**config.mk**
```make
export PLATFORM = sky130hd
export DESIGN_NAME = ex_mdu
export DESIGN_NICKNAME = d
export VERILOG_FILES = /design/src/rtl/ex_mdu_pkg.sv /design/src/rtl/ex_mdu.sv
export SDC_FILE = /design/constraint.sdc
export NUM_CORES = 1
export LEC_CHECK = 0
export BUFFER_PORTS_ARGS = -buffer_cell sky130_fd_sc_hd__buf_4
export CAP_MARGIN = 30
export CELL_PAD_IN_SITES_DETAIL_PLACEMENT = 2
export CELL_PAD_IN_SITES_GLOBAL_PLACEMENT = 2
export CORE_MARGIN = 8
export CORE_UTILIZATION = 35
export CTS_CLUSTER_DIAMETER = 100
export DETAILED_ROUTE_END_ITERATION = 16
export PLACE_DENSITY_LB_ADDON = 0.1
export SLEW_MARGIN = 15
export SYNTH_ARGS = -nofsm -noshare
export SYNTH_HDL_FRONTEND = slang
export SYNTH_SLANG_ARGS = --single-unit
```
**constraint.sdc**
```tcl
create_clock -name clk -period 4.61 [get_ports clk]
set_clock_uncertainty 0.05 [all_clocks]
set_input_delay 0.6915 -clock clk [delete_from_list [all_inputs] [get_ports clk]]
set_output_delay 0.6915 -clock clk [all_outputs]
set_load 0.1 [all_outputs]
```
**src/rtl/ex_mdu_pkg.sv**
```systemverilog
// Shared encodings for the iterative multiply/divide unit: RV32M funct3 codes,
// FSM state encodings and stall levels.
package ex_mdu_pkg;

  typedef enum logic [2:0] {
    MDU_MUL    = 3'd0,
    MDU_MULH   = 3'd1,
    MDU_MULHSU = 3'd2,
    MDU_MULHU  = 3'd3,
    MDU_DIV    = 3'd4,
    MDU_DIVU   = 3'd5,
    MDU_REM    = 3'd6,
    MDU_REMU   = 3'd7
  } mdu_op_e;

  typedef enum logic [1:0] {
    MDU_IDLE = 2'd0,
    MDU_CALC = 2'd1,
    MDU_FIX  = 2'd2,
    MDU_DONE = 2'd3
  } mdu_state_e;

  localparam logic STOP    = 1'b1;
  localparam logic NO_STOP = 1'b0;

endpackage

```
**src/rtl/ex_mdu.sv**
```systemverilog
// Iterative RV32M multiply/divide unit: one shift-add or restoring-subtract step
// per cycle on a shared 2*WIDTH accumulator, holding the pipeline via stallreq_o.
module ex_mdu
  import ex_mdu_pkg::*;
#(
  parameter int WIDTH = 32,
  parameter int CNT_W = $clog2(WIDTH + 1)
) (
  input  logic             clk,
  input  logic             rst,
  input  logic             start_i,
  input  logic [2:0]       op_i,
  input  logic [WIDTH-1:0] rs1_i,
  input  logic [WIDTH-1:0] rs2_i,
  input  logic [4:0]       rd_addr_i,
  input  logic             flush_i,
  output logic             stallreq_o,
  output logic             done_o,
  output logic             wreg_o,
  output logic [4:0]       rd_addr_o,
  output logic [WIDTH-1:0] rd_data_o,
  output logic [1:0]       dbg_state_o
);

  localparam int W2 = 2 * WIDTH;
  localparam logic [WIDTH-1:0] MOST_NEG = {1'b1, {(WIDTH-1){1'b0}}};

  function automatic logic [WIDTH-1:0] mag(input logic [WIDTH-1:0] x, input logic sgn);
    return (sgn && x[WIDTH-1]) ? -x : x;
  endfunction

  mdu_state_e       state_q;
  mdu_op_e          op_q;
  logic [WIDTH-1:0] a_q, b_q;
  logic [W2-1:0]    acc_q;
  logic [CNT_W-1:0] cnt_q;
  logic             neg_res_q, neg_rem_q;
  logic [4:0]       rd_q, rd_addr_q;
  logic [WIDTH-1:0] rd_data_q;

  mdu_op_e          op_in;
  logic             a_sgn, b_sgn, a_neg, b_neg, div_zero, div_ovf;
  logic [WIDTH-1:0] short_res;
  logic [WIDTH:0]   rem_sh;
  logic             ge;
  logic [W2-1:0]    acc_d, prod;
  logic [WIDTH-1:0] fix_res;

  assign op_in = mdu_op_e'(op_i);

  always_comb begin
    a_sgn    = (op_in == MDU_MULH) || (op_in == MDU_MULHSU) || (op_in == MDU_DIV) || (op_in == MDU_REM);
    b_sgn    = (op_in == MDU_MULH) || (op_in == MDU_DIV) || (op_in == MDU_REM);
    a_neg    = a_sgn && rs1_i[WIDTH-1];
    b_neg    = b_sgn && rs2_i[WIDTH-1];
    div_zero = op_i[2] && (rs2_i == '0);
    div_ovf  = op_i[2] && !op_i[0] && (rs1_i == MOST_NEG) && (rs2_i == '1);
    // op_i[1] separates REM/REMU from DIV/DIVU within the divide group.
    if (div_zero) short_res = op_i[1] ? rs1_i : '1;
    else          short_res = op_i[1] ? '0 : rs1_i;
  end

  // Divide shifts dividend bits (from a_q, MSB first) into the upper half and
  // collects quotient bits in the lower half; multiply uses a_q as the multiplier.
  always_comb begin
    rem_sh = {acc_q[W2-1:WIDTH], a_q[WIDTH-1]};
    ge     = rem_sh >= {1'b0, b_q};
    if (op_q[2]) begin
      acc_d = {(ge ? rem_sh[WIDTH-1:0] - b_q : rem_sh[WIDTH-1:0]), acc_q[WIDTH-2:0], ge};
    end else begin
      acc_d = {acc_q[W2-2:0], 1'b0} + (a_q[WIDTH-1] ? {{WIDTH{1'b0}}, b_q} : {W2{1'b0}});
    end
  end

  always_comb begin
    prod = neg_res_q ? -acc_q : acc_q;
    unique case (op_q)
      MDU_MUL:                         fix_res = prod[WIDTH-1:0];
      MDU_MULH, MDU_MULHSU, MDU_MULHU: fix_res = prod[W2-1:WIDTH];
      MDU_DIV, MDU_DIVU:               fix_res = neg_res_q ? -acc_q[WIDTH-1:0] : acc_q[WIDTH-1:0];
      default:                         fix_res = neg_rem_q ? -acc_q[W2-1:WIDTH] : acc_q[W2-1:WIDTH];
    endcase
  end

  always_ff @(posedge clk or negedge rst) begin
    if (!rst) begin
      state_q   <= MDU_IDLE;
      op_q      <= MDU_MUL;
      a_q       <= '0;
      b_q       <= '0;
      acc_q     <= '0;
      cnt_q     <= '0;
      neg_res_q <= 1'b0;
      neg_rem_q <= 1'b0;
      rd_q      <= '0;
      rd_addr_q <= '0;
      rd_data_q <= '0;
    end else if (flush_i) begin
      state_q <= MDU_IDLE;
    end else begin
      unique case (state_q)
        MDU_IDLE: begin
          if (start_i) begin
            if (div_zero || div_ovf) begin
              rd_data_q <= short_res;
              rd_addr_q <= rd_addr_i;
              state_q   <= MDU_DONE;
            end else begin
              op_q      <= op_in;
              rd_q      <= rd_addr_i;
              a_q       <= mag(rs1_i, a_sgn);
              b_q       <= mag(rs2_i, b_sgn);
              acc_q     <= '0;
              cnt_q     <= CNT_W'(WIDTH);
              neg_res_q <= (op_in != MDU_MUL) && (a_neg ^ b_neg);
              neg_rem_q <= op_i[2] && a_neg;
              state_q   <= MDU_CALC;
            end
          end
        end
        MDU_CALC: begin
          acc_q <= acc_d;
          a_q   <= a_q << 1;
          cnt_q <= cnt_q - CNT_W'(1);
          if (cnt_q == CNT_W'(1)) state_q <= MDU_FIX;
        end
        MDU_FIX: begin
          rd_data_q <= fix_res;
          rd_addr_q <= rd_q;
          state_q   <= MDU_DONE;
        end
        default: state_q <= MDU_IDLE;
      endcase
    end
  end

  // Handshake: a request is accepted when start_i && !flush_i in IDLE; the
  // stall covers that cycle through FIX, and drops in DONE as the result is valid.
  assign stallreq_o  = ((state_q == MDU_IDLE) && start_i && !flush_i) ||
                       (state_q == MDU_CALC) || (state_q == MDU_FIX) ? STOP : NO_STOP;
  assign done_o      = (state_q == MDU_DONE);
  assign wreg_o      = done_o;
  assign rd_addr_o   = rd_addr_q;
  assign rd_data_o   = rd_data_q;
  assign dbg_state_o = state_q;

endmodule

```
=== Word-level counts from Yosys, hierarchy flattened ===
Cells that the tools add are included.

* $add $sub $neg: 8
* Magnitude comparators: 1
* Equality and inequality tests: 20
* Multiplexer cells: 33
* Bitwise logic cells: 3
* Reduce and logical (&&, ||, !) cells: 32

{| class="wikitable"
|+ Operator list
! cell !! count
|-
| two-way mux 32 bit || 13
|-
| two-way mux 64 bit || 4
|-
| negation 32 bit || 4
|-
| one-hot mux 32 bit (2 select lines) || 2
|-
| one-hot mux 64 bit (2 select lines) || 1
|-
| one-hot mux 32 bit (3 select lines) || 1
|-
| adder 64 x 32 -> 64 bit || 1
|-
| equality test 32 bit (second input constant) || 2
|-
| negation 64 bit || 1
|-
| >= comparator 33 x 32 -> 1 bit || 1
|-
| logical NOT 32 bit || 1
|-
| subtractor 32 bit || 1
|-
| equality test 3 bit (second input constant) || 4
|-
| two-way mux 6 bit || 2
|-
| one-hot mux 6 bit (2 select lines) || 1
|-
| AND reduction 4 bit || 3
|-
| logical AND 1 bit || 10
|-
| two-way mux 5 bit || 2
|-
| one-hot mux 5 bit (2 select lines) || 1
|-
| equality test 3 x 2 -> 1 bit (second input constant) || 3
|-
| logical OR 1 bit || 8
|-
| two-way mux 2 bit || 4
|-
| equality test 3 x 1 -> 1 bit (second input constant) || 2
|-
| equality test 6 x 1 -> 1 bit (second input constant) || 1
|-
| 17 further kinds || 24
|}

* Bits in registers: 183
* Input port bits: 76

=== Logic depth before layout (Yosys ltp) ===
* Depth after elaboration: 9
* Depth in mapped cells: 15

=== Worst setup path after synthesis ===
No wires, ideal clock.

* Path type: flip-flop to flip-flop
* Start: register a_q[31]
* End: register acc_q[39]
* Setup time: 122 ps
* Data arrival time: 3861 ps
* Setup slack: 578 ps
* Cell stages (with the launch flop): 15
* Buffers on the path: 2
* Period minus slack after synthesis: 4032 ps
* Path through: dfrtp_1 -> inv_1 -> buf_1 -> nor2_1 -> ha_1 -> fa_1 -> a211o_1 -> a2111oi_0 -> o31ai_1 -> o2111ai_1 -> o2111a_1 -> buf_2 -> nor3_1 -> a211o_1 -> a32o_1

* Longest elaborated chain between the ends: 4
* Elaborated cells on any way between the ends: 7
* Classes of those cells: add/sub: 2; order compare: 1; mux: 4

{| class="wikitable"
|+ Ends and longest elaborated chain
! element !! RTL line !! text
|-
| from (decl) || ex_mdu.sv:34 || <nowiki>logic [WIDTH-1:0] a_q, b_q;</nowiki>
|-
| from (signal assigned) || ex_mdu.sv:111 || <nowiki>a_q <= mag(rs1_i, a_sgn);</nowiki>
|-
| from (signal assigned) || ex_mdu.sv:123 || <nowiki>a_q <= a_q << 1;</nowiki>
|-
| two-way mux 32 bit (tied with other cells) || ex_mdu.sv:71 || <nowiki>acc_d = {acc_q[W2-2:0], 1'b0} + (a_q[WIDTH-1] ? {{WIDTH{1'b0}}, b_q} : {W2{1'b0}});</nowiki>
|-
| adder 64 x 32 -> 64 bit or two-way mux 32 bit (tied branches) || ex_mdu.sv:71, ex_mdu.sv:69 ||
|-
| two-way mux 64 bit (*) || ex_mdu.sv:68 || <nowiki>if (op_q[2]) begin</nowiki>
|-
| one-hot mux 64 bit (2 select lines) (*) || ex_mdu.sv:101 || <nowiki>unique case (state_q)</nowiki>
|-
| to (signal assigned) || ex_mdu.sv:91 || <nowiki>acc_q <= '0;</nowiki>
|-
| to (signal assigned) || ex_mdu.sv:113 || <nowiki>acc_q <= '0;</nowiki>
|-
| to (signal assigned) || ex_mdu.sv:122 || <nowiki>acc_q <= acc_d;</nowiki>
|-
| to (decl) || ex_mdu.sv:35 || <nowiki>logic [W2-1:0] acc_q;</nowiki>
|}

Every way passes the cells marked *; elsewhere a longest branch is shown, timed or not.
A chain may end at the register's enable or synchronous reset.

=== Worst setup path after layout ===
* Start: register b_q[1]
* End: register acc_q[25]

* Longest elaborated chain between the ends: 4

{| class="wikitable"
|+ Ends and longest elaborated chain
! element !! RTL line !! text
|-
| from (decl) || ex_mdu.sv:34 ||
|-
| from (signal assigned) || ex_mdu.sv:112 || <nowiki>b_q <= mag(rs2_i, b_sgn);</nowiki>
|-
| two-way mux 32 bit || ex_mdu.sv:71 ||
|-
| adder 64 x 32 -> 64 bit || ex_mdu.sv:71 ||
|-
| two-way mux 64 bit || ex_mdu.sv:68 ||
|-
| one-hot mux 64 bit (2 select lines) || ex_mdu.sv:101 ||
|}

Every way passes these cells.

==> impl_metrics.json <==
{
  "final.min_clock_period_ps": 4250,
  "cts_setup_buffers": 0,
  "num_antenna_cells": 0,
  "firstDrtPassIters": 6,
  "dpl_worst_slack_ps": 259,
  "syn-instance-count": 2209,
  "boundaryPins": 118,
  "drv_slew": 0,
  "crit_arrival_ps": 4600,
  "max_slew_margin_pct": 27.5,
  "power.density_mw_per_mm2": 775,
  "drtAntennaViolNets": 0,
  "worst_slack_ps": 359,
  "ys_seq_elements": 183,
  "finalCritPeriodShare_pct": 92.2,
  "design.die.area_sq_mm": 0.0554,
  "synth_enable_flop_cells": 0,
  "worst_pin_slew_ps": 1080,
  "start_util_pct": 35.4,
  "drt_iter0_drc": 1161,
  "p_leak_nw": 8.14,
  "antenna_found_initial": 1,
  "register_area_sq_mm": 0.00458,
  "dp.final_hpwl_mm": 61.5,
  "core_sq_mm": 0.0476,
  "final_area_sq_mm": 0.0191,
  "grt.overflow.total": 0,
  "clock-sinks": 183,
  "path_cells": "inv_1 -> nor2_1 -> ha_1 -> fa_1 -> a211o_1 -> a2111oi_0 -> buf_4 -> o31ai_1 -> a21oi_1 -> a21oi_1 -> a21oi_1 -> xor2_1 -> o21ai_0 -> a31o_2",
  "clock_latency_ps": 500,
  "critPathMostFrequentCell": "a21oi_1",
  "synthTopCellsByArea": "dfrtp_1 27%, o21ai_0 7.1%, nand2_1 5.7%",
  "wl_per_cell_um": 26.9,
  "outcome": "completed",
  "async_flop_share_pct": 100,
  "synth_ff_type": "dfrtp_1",
  "post-route-util_pct": 40.1,
  "clk_pin_slew_worst_paths_ps": 80,
  "finalSetupViolCount": 0,
  "cts_root_buffer": "clkbuf_16",
  "ys_warn_count": 0,
  "synth_top_cell_by_area": "dfrtp_1",
  "cts_resized": 0,
  "peakVddDrop_mv": 0.234,
  "totalWireLength_mm": 78.0,
  "hp-class": "in2async",
  "worstSetupPathType": "reg2reg",
  "track_usage_pct": 27.6,
  "tns_ps": 0,
  "worstSetupEndpointType": "flip-flop",
  "grt_pass1_vias": 18717,
  "multi_input_area_sq_mm": 0.0114,
  "place_congestion": 0.943,
  "synth_cell_type_count": 80,
  "areaGrowthSynthToFinish_pct": 13.4,
  "dr_total_vias": 17740,
  "max_freq_mhz": 235,
  "syn-num-nets": 2363,
  "drcViolationCount": 0,
  "yosysTopAreaCellShare_pct": 27.2,
  "routed_via_density": 6.12,
  "grt_max_degree": 95,
  "cap_violations": 0,
  "die_y_um": 235,
  "synth_area_sq_mm": 0.0168,
  "final_common_cell": "nand2_1",
  "num-fill-cells": 5509,
  "port_buffers": 117,
  "numCtsBuffers": 17,
  "seq_area_frac_synth_pct": 27.2,
  "drive_gt1_share_pct": 12.1,
  "placementRows": 80,
  "slowest_stage": "a2111oi_0",
  "rsz0062_at_grt": "false",
  "fin_nets": 2423,
  "start_kind": "flip-flop",
  "die_w_um": 235,
  "post_dp_cell_area_sq_mm": 0.0185,
  "grt_pass1_wl_mm": 119,
  "crit_fanout": 4,
  "cts_tree": "done",
  "synth_area_per_cell_sq_um": 7.63,
  "required_ps": 4960,
  "hold_buffers": 0,
  "cpPeakStageDelay_ps": 460,
  "clk_path_buf_depth": 2,
  "layout_common_cells": "255 x nand2_1, 240 x o21ai_0, 192 x buf_4, 190 x nor2_1, 186 x a21oi_1",
  "htree_levels": 4,
  "finalHoldViolCount": 0
}
[cell families (layout without fill, tap and decap cells)]
kind of cell,count (synthesis),after routing,share of synthesized area (%)
AND/OR/NAND/NOR,736,736,20.9
AO/OA/AOI/OAI,715,715,26.2
multiplexers,38,38,2.35
flip-flops,183,183,27.2
buffers and inverters,231,304,5.44
XOR/XNOR,203,203,10.6
adder cells (fa/ha/maj),103,103,7.37
[metrics by stage]
stage	power, mW	hold WS (ps)	instances
after floorplan	9.59	346	2209
after global placement	12.8	411	2864
after detailed placement	13.1	424	2865
after CTS	14.8	232	2897
after global routing	15.7	269	2897
final	14.8	186	2897
[state kept, by name (all words and copies together) (netlist names)]
signal / cells
neg_rem_q: 1
rd_q: 5
a_q: 32
op_q: 3
cnt_q: 6
neg_res_q: 1
dbg_state_o: 2
rd_data_o: 32
rd_addr_o: 5
b_q: 32
acc_q: 64
[Yosys cell counts, drive strengths merged (5+ instances only)]
cell,n
nand2,255
o21ai,246
nor2,191
a21oi,186
dfrtp,183
clkbuf,125
xnor2,103
xor2,100
ha,76
inv,74
nand3,47
nor3,34
o31ai,32
buf,30
nand4,30
a21o,29
a31oi,27
or3,27
a211oi,26
maj3,25
mux2i,25
nand2b,25
o221ai,20
nor4,19
o41ai,18
and3,15
o22ai,15
or2,15
or4,15
a22o,14
mux2,13
nor2b,12
a221oi,11
a2bb2oi,11
and2,11
and4,11
a211o,8
a22oi,8
nand3b,8
o211ai,8
nor3b,7
o21a,7
a221o,6
o2111ai,5
[layout make-up]
cell class | instances | area share, %
multi-input cells | 1795 | 59.6
repair buffers | 196 | 7.90
clock inverters | 15 | 0.818
flip-flops and latches | 183 | 24.0
well taps | 615 | 4.03
clock buffers | 17 | 2.23
inverters | 76 | 1.49
[power breakdown]
group	internal (mW)	switching, mW
sequential	2.23	0.754
clock	0.767	0.803
combinational	3.24	7.02
total	6.23	8.58
[worst max-delay path, delay by kind of cell, from the launching register on]
family                   cells  cell delay, ps
AO/OA/AOI/OAI                8            2200
adder cells (fa/ha/maj)      2             680
buffers and inverters        2             460
flip-flops                   1             380
XOR/XNOR                     1             320
AND/OR/NAND/NOR              1              80
[worst paths after layout]
check | startpoint | to | slack, ps | cells after the start
min | rst | rd_addr_o[4] | 190 | 1
max reg2reg | b_q[1] | acc_q[25] | 360 | 14
max in group asynchronous | rst | b_q[1] | 3160 | 2
max | b_q[1] | acc_q[25] | 360 | 14
min reg2reg | rd_data_o[13] | rd_data_o[13] | 430 | 2
min in group clk | flush_i | dbg_state_o[0] | 340 | 2
[metal layers]
| layer | vias up | track usage, % | wire, um |
|---|---|---|---|
| li1 | 8081 | - | - |
| met1 | 9108 | 36.1 | 35000 |
| met2 | 435 | 45.4 | 36500 |
| met3 | 114 | 3.62 | 3360 |
| met4 | 2 | 11.5 | 3140 |
| met5 | - | 0 | 13 |
Power figures use the tool's default switching activity.
